`config.mk`:
```
export PLATFORM = sky130hd
export DESIGN_NAME = mpy_result_acc
export DESIGN_NICKNAME = d
export VERILOG_FILES = /design/src/rtl/mpy_acc_pkg.sv /design/src/rtl/mpy_acc_fifo.sv /design/src/rtl/mpy_result_acc.sv
export SDC_FILE = /design/constraint.sdc
export NUM_CORES = 1
export LEC_CHECK = 0
export CORE_MARGIN = 3
export CORE_UTILIZATION = 40
export DETAILED_ROUTE_END_ITERATION = 8
export GPL_TIMING_DRIVEN = 0
export PLACE_DENSITY_LB_ADDON = 0.2
export SLEW_MARGIN = 20
export SYNTH_ARGS = -nofsm -noshare
export SYNTH_HDL_FRONTEND = slang
export SYNTH_SLANG_ARGS = --single-unit
export TNS_END_PERCENT = 10
```
`constraint.sdc`:
```
create_clock -name CLK -period 8.98 [get_ports CLK]
set_input_delay 2.694 -clock CLK [delete_from_list [all_inputs] [get_ports CLK]]
set_output_delay 2.694 -clock CLK [all_outputs]
set_load 0.1 [all_outputs]
```
`src/rtl/mpy_acc_pkg.sv`:
```
// Shared types and defaults for the multiplier result accumulator.
// Holds the FSM state enum, default parameters and the product sign-extender.
package mpy_acc_pkg;

  typedef enum logic {ACC, PUSH} state_e;

  localparam int DEF_ACC_W = 72;
  localparam int DEF_GROUP = 4;
  localparam int DEF_DEPTH = 4;
  localparam int EXT_W     = 128;

  // Wide enough for any ACC_W; callers size-cast down to ACC_W.
  function automatic logic [EXT_W-1:0] sext64(
    input logic [63:0] p
  );
    return {{(EXT_W-64){p[63]}}, p};
  endfunction

endpackage

```
`src/rtl/mpy_acc_fifo.sv`:
```
// Synchronous first-word-fall-through FIFO for group sums.
// Ports: CLK, RST, wr_en/wdata, rd_en, full, empty, rdata (registered head).
module mpy_acc_fifo #(
  parameter int W     = 72,
  parameter int DEPTH = 4
) (
  input  logic         CLK,
  input  logic         RST,
  input  logic         wr_en,
  input  logic [W-1:0] wdata,
  input  logic         rd_en,
  output logic         full,
  output logic         empty,
  output logic [W-1:0] rdata
);

  localparam int AW = $clog2(DEPTH);

  logic [W-1:0] mem [DEPTH];
  logic [AW:0]  wp, rp, wp_n, rp_n;
  logic         wr_ok, rd_ok;

  assign empty = (wp == rp);
  assign full  = (wp[AW] != rp[AW]) &&
                 (wp[AW-1:0] == rp[AW-1:0]);

  // A pop frees the slot the same-cycle push lands in.
  assign rd_ok = rd_en && !empty;
  assign wr_ok = wr_en && (!full || rd_ok);
  assign wp_n  = wp + (AW+1)'(wr_ok);
  assign rp_n  = rp + (AW+1)'(rd_ok);

  always_ff @(posedge CLK) begin
    if (wr_ok) mem[wp[AW-1:0]] <= wdata;
  end

  // Head register: bypass wdata when the new head is the slot
  // being written; hold the last value once empty.
  always_ff @(posedge CLK or posedge RST) begin
    if (RST) begin
      wp    <= '0;
      rp    <= '0;
      rdata <= '0;
    end else begin
      wp <= wp_n;
      rp <= rp_n;
      if (wp_n != rp_n) begin
        if (wr_ok && rp_n[AW-1:0] == wp[AW-1:0])
          rdata <= wdata;
        else
          rdata <= mem[rp_n[AW-1:0]];
      end
    end
  end

endmodule

```
`src/rtl/mpy_result_acc.sv`:
```
// Sums GROUP signed 64-bit products into ACC_W-bit group sums and queues them.
// Ports: CLK, RST, Product/Product_Valid, clr_acc, out_ready/out_valid/out_data,
// fifo_full, drop_cnt, sat_flag. Macro MPY_ACC_SAT_EN enables saturating adds.
module mpy_result_acc
  import mpy_acc_pkg::*;
#(
  parameter int ACC_W = DEF_ACC_W,
  parameter int GROUP = DEF_GROUP,
  parameter int DEPTH = DEF_DEPTH
) (
  input  logic             CLK,
  input  logic             RST,
  input  logic [63:0]      Product,
  input  logic             Product_Valid,
  input  logic             clr_acc,
  input  logic             out_ready,
  output logic             out_valid,
  output logic [ACC_W-1:0] out_data,
  output logic             fifo_full,
  output logic [7:0]       drop_cnt,
  output logic             sat_flag
);

  localparam int CW = $clog2(GROUP + 1);

  state_e           state, state_n;
  logic [ACC_W-1:0] acc, acc_n, sum_reg;
  logic [ACC_W-1:0] base, addend, sum;
  logic [CW-1:0]    cnt, cnt_n, base_cnt, cnt_inc;
  logic             sum_ld, push, drop, empty;

  assign push      = (state == PUSH);
  assign drop      = push && fifo_full && !out_ready;
  assign out_valid = !empty;

  // Clear takes effect before a same-cycle product.
  always_comb begin
    base     = clr_acc ? '0 : acc;
    base_cnt = clr_acc ? '0 : cnt;
    addend   = ACC_W'(sext64(Product));
    cnt_inc  = base_cnt + CW'(1);
  end

`ifdef MPY_ACC_SAT_EN
  logic [ACC_W:0] wide;
  logic           sat_hit;

  always_comb begin
    wide    = {base[ACC_W-1], base} +
              {addend[ACC_W-1], addend};
    sum     = wide[ACC_W-1:0];
    sat_hit = 1'b0;
    if (wide[ACC_W] != wide[ACC_W-1]) begin
      sat_hit = Product_Valid;
      sum = wide[ACC_W] ?
            {1'b1, {(ACC_W-1){1'b0}}} :
            {1'b0, {(ACC_W-1){1'b1}}};
    end
  end

  always_ff @(posedge CLK or posedge RST) begin
    if (RST)          sat_flag <= 1'b0;
    else if (sat_hit) sat_flag <= 1'b1;
  end
`else
  always_comb sum = base + addend;
  assign sat_flag = 1'b0;
`endif

  always_comb begin
    state_n = ACC;
    acc_n   = base;
    cnt_n   = base_cnt;
    sum_ld  = 1'b0;
    if (Product_Valid) begin
      if (cnt_inc == CW'(GROUP)) begin
        sum_ld  = 1'b1;
        acc_n   = '0;
        cnt_n   = '0;
        state_n = PUSH;
      end else begin
        acc_n = sum;
        cnt_n = cnt_inc;
      end
    end
  end

  always_ff @(posedge CLK or posedge RST) begin
    if (RST) state <= ACC;
    else     state <= state_n;
  end

  always_ff @(posedge CLK or posedge RST) begin
    if (RST) begin
      acc      <= '0;
      cnt      <= '0;
      sum_reg  <= '0;
      drop_cnt <= '0;
    end else begin
      acc <= acc_n;
      cnt <= cnt_n;
      if (sum_ld) sum_reg <= sum;
      if (drop && drop_cnt != 8'hFF)
        drop_cnt <= drop_cnt + 8'd1;
    end
  end

  mpy_acc_fifo #(
    .W     (ACC_W),
    .DEPTH (DEPTH)
  ) u_fifo (
    .CLK   (CLK),
    .RST   (RST),
    .wr_en (push),
    .wdata (sum_reg),
    .rd_en (out_ready),
    .full  (fifo_full),
    .empty (empty),
    .rdata (out_data)
  );

endmodule

```
---- Yosys cells after proc, flatten, opt, wreduce, memory -nomap -nowiden ----
Memories as Yosys holds them, arrays and structs flattened. A register that Yosys moved wholly into a read port is not among the register bits.
Index checks and enable logic that the tools add are counted.
word-level totals
  register bits ........................... 162
  bits in writable memories ............... 288
  input port bits ......................... 69
  output and inout port bits .............. 83
  memories ................................ 1
cells by class
  $add $sub $neg .......................... 5
  equality and inequality tests ........... 6
  mux-type cells .......................... 10
  reductions and logical operators ........ 10
memory list
  name        depth  width  rd ports  clocked after memory_dff  write ports  line                source
  u_fifo.mem  4      72     1         1                         1            mpy_acc_fifo.sv:19  logic [W-1:0] mem [DEPTH];
operator list
  operator               number
  $mux W72               3
  $add A72 B72 Y72       1
  $mux W3                3
  $add A8 B1 Y8 const B  1
  $ne A8 B8 Y1 const B   1
  $add A3 B1 Y3          2
  $logic_and A1 B1 Y1    6
  $mux W1                4
  $add A3 B1 Y3 const B  1
  $eq A3 B3 Y1           1
  $eq A3 B3 Y1 const B   1
  $logic_not A1 Y1       3
  $ne A3 B3 Y1           1
  $eq A2 B2 Y1           1
  $logic_or A1 B1 Y1     1
  $ne A1 B1 Y1           1

---- Longest topological paths before layout ----
  word-level depth ........................ 7
  mapped depth ............................ 18
  gate-level depth less buffers ........... 14

---- Modules after synthesis ----
Synthesis repeated with hierarchy kept, for this count alone.
second synthesis, totals
  cell total of the unflattened synthesis .. 1951
  area, all modules ....................... 24435.9 µm²
modules (own cells, without submodules)
  module          instances  cells an instance  area each (µm²)
  mpy_acc_fifo    1          825                14292.5
  mpy_result_acc  1          1126               10143.5

---- Worst setup path before layout ----
OpenSTA, ideal clock, no wires.
  path type ............................... input -> register
  start ................................... in out_ready
  end ..................................... mem u_fifo.mem[2][0] (enable)
  setup time .............................. 0.605 ns
  arrival ................................. 8.212 ns
  data required time ...................... 8.375 ns
  setup slack ............................. 0.163 ns
  stages .................................. 3
  path buffers ............................ 0
  path through ............................ nor4_1 > nand2b_1 > nor3b_1
between the ends
  longest elaborated chain between the ends .. 5
RTL lines
  element                        line                  source
  start: declaration             mpy_result_acc.sv:16  input logic out_ready,
  $logic_and A1 B1 Y1            mpy_acc_fifo.sv:28    assign rd_ok = rd_en && !empty;
  $logic_or A1 B1 Y1             mpy_acc_fifo.sv:29    assign wr_ok = wr_en && (!full || rd_ok);
  $logic_and A1 B1 Y1            mpy_acc_fifo.sv:29
  $mux W1                        mpy_acc_fifo.sv:34    if (wr_ok) mem[wp[AW-1:0]] <= wdata;
  $mux W1 (implied by the code)  mpy_acc_fifo.sv:34
  end: declaration               mpy_acc_fifo.sv:19
Every way passes these cells.

---- Final worst setup path ----
  start ................................... in clr_acc
  end ..................................... reg sum_reg[70]
between the ends
  longest elaborated chain between the ends .. 5
  elaborated cells between the ends (all ways) .. 7
RTL lines
  element                                                   line                   source
  start: declaration                                        mpy_result_acc.sv:15   input logic clr_acc,
  branches (longest 5 deep; another with $add A72 B72 Y72)  n/a
  end signal: assignment                                    mpy_result_acc.sv:102  if (sum_ld) sum_reg <= sum;
  end: declaration                                          mpy_result_acc.sv:27   logic [ACC_W-1:0] acc, acc_n, sum_reg;
Several ways; the timed one is not identified.
A chain may end at the register's enable or synchronous reset.

==> out/results.md <==
- count of unresolved DRC violations after routing: 0
- clock sinks: 522
- count of final setup violators: 0
- layout cells sized above 1: 10.8%
- Worst Path Buf+Inv: 5
- Synth cell types: 65
- port bufs: 149
- Root Buffer Master: sky130_fd_sc_hd__clkbuf_16
- Met2 Wirelength: 28.6 mm
- cell mode on critical path: sky130_fd_sc_hd__clkbuf_1
- number of hold-slack violations in the final timing report: 0
- pre-CTS setup slack: -0.180 ns
- share of the yosys chip area belonging to registers: 59.7%
- first-pass GRT wire length: 95.9 mm
- number of gates given a new drive strength after cts: 0
- TritonCTS clock tree: built
- initial antenna violation count: 3
- postcts setup bufs: 0
- H-tree levels: 2
- CP Capture Type: flop
- flip-flop count of the largest register after layout: 288
- GRT Resource Usage Total: 19.6%
- pin count of the biggest net entering global routing: 32
- ratio of total power to cell area: 348 mW/mm^2
- clock period minus final worst setup slack: 8.67 ns
- maximum fanout encountered on the critical timing path: 10
- uppermost metal layer occupied by signal nets: met4
- hold wc startpoint: drop_cnt[4]$_DFFE_PP0P_
- maximum clock frequency: 115 MHz
- Mapped Area: 0.0243 mm^2
- path type of the worst setup path: in2reg
- Tot Pwr: 10.0 mW
- measured slew at the worst slew-check pin: 1.09 ns
- mean routed wirelength per cell: 21.3 um
- maximum clock path buffer count: 3
- clock transition at the registers of the reported paths: 0.06 ns
- later-pin clock latency in the skew report: 0.61 ns
- num ports: 152
- instance count of the mapped netlist: 1865
- total count of max-transition violations in the final report: 0
- fillers: 5234
- RSZ-0062 raised after global routing: no
- Setup WS post-layout: 0.305 ns
- Inserted Clock Buffers: 53
- number of max-cap violations: 0
- starting density of the core: 40.8%
- Critical Path Start Type: input port
- cell-by-cell listing of the critical path: clkdlybuf4s50_1 > clkbuf_1 > clkbuf_1 > clkbuf_1 > nor2b_1 > ha_1 > fa_1 > a21oi_1 > o211ai_1 > a22oi_1 > a21oi_1 > o211ai_1 > a211oi_1 > and3b_1 > clkbuf_1 > nor3_1 > a2111oi_0 > xor2_1 > o21ai_0
- worst slew margin relative to its limit: 27.6%
- Static Leak: 11.1 nW
- area of the die: 0.0637 mm^2
- mean instance size in the synthesized netlist: 13.0 um^2
- Core Area: 0.0596 mm^2
- final worst path period share: 96.6%
- beginning of the worst register-to-register path: u_fifo.wp[1]$_DFF_PP0_
- drt initial violations: 1065
- Row Count: 89
- Post-synth top flop: sky130_fd_sc_hd__edfxtp_1
- worst setup skew after layout: 0.0316 ns
- hold buffer count at CTS: 0
- IR Drop Worst-Case VDD: 228 uV
- detailed-placement wirelength estimate: 46.0 mm
- final weighted congestion in routability-driven placement: 0.873
- CP Launch Point: clr_acc
- aggregate negative setup slack: 0 ns
- Finished Core Util: 48.5%
- final net count: 2252
- overall via count from detail_route: 15800
- total overflow reported by the global router: 0
- YS warnings: 0
- Worst path max stage delay: 0.71 ns
- DRT antenna net count: 0
- signed area change from the synthesized netlist to the final layout: 19.0%
- area occupied by multi-input gates: 0.00928 mm^2
- vias per cell: 5.40
- vias in the first global route: 16000
- number of enable flip-flop cells after synthesis: 288
- Detailed Route WL: 62.2 mm
- first-pass iteration count of the detailed router: 5
- arrival time of data at the critical path endpoint: 9.12 ns
- Async S/R FF share, synth: 44.8%
- required arrival time at the worst endpoint: 9.42 ns
- critical path's slowest cell: sky130_fd_sc_hd__a2111oi_0
- result of the run: finished clean
- path category of the worst min-delay check: reg2reg
- total routed wire length on the met1 layer: 29.1 mm
- Routed met3 length: 2.98 mm
- number of register bits inferred by synthesis: 522
- CP delay by family, top: compound AO/OA/AOI/OAI gates
- area used by sequential logic in the layout: 0.0145 mm^2
- worst-case register-to-register setup slack: 3.97 ns
- Die W: 252 um
- Chip Height: 252 um
- synthesized netlist net count: 2014
## power breakdown
group | total (mW) | switching [mW] | internal [mW]
combinational | 4.41 | 2.93 | 1.48
clock | 2.11 | 0.913 | 1.19
sequential | 3.53 | 0.384 | 3.15
total | 10.0 | 4.23 | 5.82
## per-stage QoR
stage                     instances  hold WS (ns)  instance area (um^2)
final                          2921         0.498                 28900
after global routing           2919         0.529                 28900
after CTS                      2919         0.505                 28900
after detailed placement       2821         0.492                 27300
after global placement         2787         0.489                 26800
after floorplan                1865         0.492                 24300
## Yosys cell counts, types with 3 or more instances
cell type / n / area share (%)
sky130_fd_sc_hd__inv_1: 35 / 0.54
sky130_fd_sc_hd__o211ai_1: 3 / 0.093
sky130_fd_sc_hd__a21oi_1: 154 / 3.2
sky130_fd_sc_hd__mux4_2: 72 / 6.7
sky130_fd_sc_hd__nand3_1: 16 / 0.33
sky130_fd_sc_hd__a221o_1: 3 / 0.12
sky130_fd_sc_hd__a21o_1: 48 / 1.5
sky130_fd_sc_hd__nand4_1: 21 / 0.54
sky130_fd_sc_hd__o2bb2ai_1: 53 / 1.9
sky130_fd_sc_hd__mux2i_1: 73 / 3.0
sky130_fd_sc_hd__dfrtp_1: 234 / 24
sky130_fd_sc_hd__o21ai_1: 3 / 0.062
sky130_fd_sc_hd__o221ai_1: 4 / 0.14
sky130_fd_sc_hd__a41oi_1: 3 / 0.11
sky130_fd_sc_hd__a2111oi_0: 4 / 0.14
sky130_fd_sc_hd__o21bai_1: 12 / 0.37
sky130_fd_sc_hd__a31oi_1: 7 / 0.18
sky130_fd_sc_hd__o31a_1: 3 / 0.11
sky130_fd_sc_hd__nor2_1: 115 / 1.8
sky130_fd_sc_hd__edfxtp_1: 288 / 36
sky130_fd_sc_hd__and3_1: 9 / 0.23
sky130_fd_sc_hd__nand2b_1: 6 / 0.15
sky130_fd_sc_hd__xnor2_1: 48 / 1.7
sky130_fd_sc_hd__or3_1: 5 / 0.13
sky130_fd_sc_hd__o21a_1: 5 / 0.15
sky130_fd_sc_hd__xor2_1: 40 / 1.4
sky130_fd_sc_hd__o31ai_1: 5 / 0.15
sky130_fd_sc_hd__o21ai_0: 91 / 1.9
sky130_fd_sc_hd__nand2_1: 125 / 1.9
sky130_fd_sc_hd__mux2_2: 19 / 0.88
sky130_fd_sc_hd__and2_1: 22 / 0.57
sky130_fd_sc_hd__ha_1: 79 / 4.1
sky130_fd_sc_hd__nor3_1: 11 / 0.23
sky130_fd_sc_hd__a31o_2: 16 / 0.58
sky130_fd_sc_hd__clkbuf_1: 99 / 1.5
sky130_fd_sc_hd__and4_1: 4 / 0.14
sky130_fd_sc_hd__a211oi_1: 6 / 0.19
sky130_fd_sc_hd__buf_1: 10 / 0.15
sky130_fd_sc_hd__nor2b_1: 78 / 2.0
## layout make-up
type | count | share of cell area, %
Timing Repair Buffer | 183 | 6.79
Inverter | 35 | 0.467
Buffer | 110 | 1.45
Tap cell | 773 | 3.35
Multi-Input combinational cell | 1198 | 32.1
Clock buffer | 77 | 5.07
Clock inverter | 21 | 0.606
Sequential cell | 522 | 50.2
Antenna cell | 2 | 0.0173
## routing by layer
layer	track usage, %	vias to the layer above
met5	0	-
met4	4.98	0
met3	3.16	80
met2	30.8	336
met1	28.5	7935
li1	-	7437
## path summary, 6_finish.rpt
| check | endpoint | cells past startpoint |
|---|---|---|
| max in group asynchronous | sum_reg[37]$_DFFE_PP0P_ | 5 |
| worst max-delay path | sum_reg[70]$_DFFE_PP0P_ | 19 |
| min in group asynchronous | u_fifo.rdata[11]$_DFFE_PP0P_ | 2 |
| worst min-delay path | drop_cnt[4]$_DFFE_PP0P_ | 1 |
| worst min register to register | drop_cnt[4]$_DFFE_PP0P_ | 1 |
| worst max register to register | u_fifo.rdata[71]$_DFFE_PP0P_ | 13 |
## layout by cell type (no fill, tap or decap), types with 11 or more instances in the layout
cell	n
sky130_fd_sc_hd__nand2_1	125
sky130_fd_sc_hd__nor2_1	114
sky130_fd_sc_hd__a31o_2	16
sky130_fd_sc_hd__o21ai_0	91
sky130_fd_sc_hd__clkbuf_16	53
sky130_fd_sc_hd__xor2_1	40
sky130_fd_sc_hd__clkbuf_1	116
sky130_fd_sc_hd__inv_1	34
sky130_fd_sc_hd__nand3_1	16
sky130_fd_sc_hd__ha_1	79
sky130_fd_sc_hd__edfxtp_1	288
sky130_fd_sc_hd__clkdlybuf4s50_1	149
sky130_fd_sc_hd__nor2b_1	78
sky130_fd_sc_hd__nand4_1	21
sky130_fd_sc_hd__mux4_2	72
sky130_fd_sc_hd__and2_1	22
sky130_fd_sc_hd__o21bai_1	12
sky130_fd_sc_hd__a21oi_1	154
sky130_fd_sc_hd__dfrtp_1	234
sky130_fd_sc_hd__buf_12	11
sky130_fd_sc_hd__a21o_1	48
sky130_fd_sc_hd__mux2_2	19
sky130_fd_sc_hd__buf_4	16
sky130_fd_sc_hd__o2bb2ai_1	53
sky130_fd_sc_hd__xnor2_1	48
sky130_fd_sc_hd__mux2i_1	73
## cell families (layout without fill, tap and decap cells)
family	after synthesis	after routing	share of synthesized area (%)
flip-flops	522	522	59.7
AND/OR/NAND/NOR	420	420	8.28
multiplexers	164	164	10.6
other	1	3	0.0154
AO/OA/AOI/OAI	444	444	11.8
XOR/XNOR	89	89	3.26
buffers and inverters	145	426	2.26
adder cells (fa/ha/maj)	80	80	4.15
Note: power is estimated with default switching activity, not from simulation.
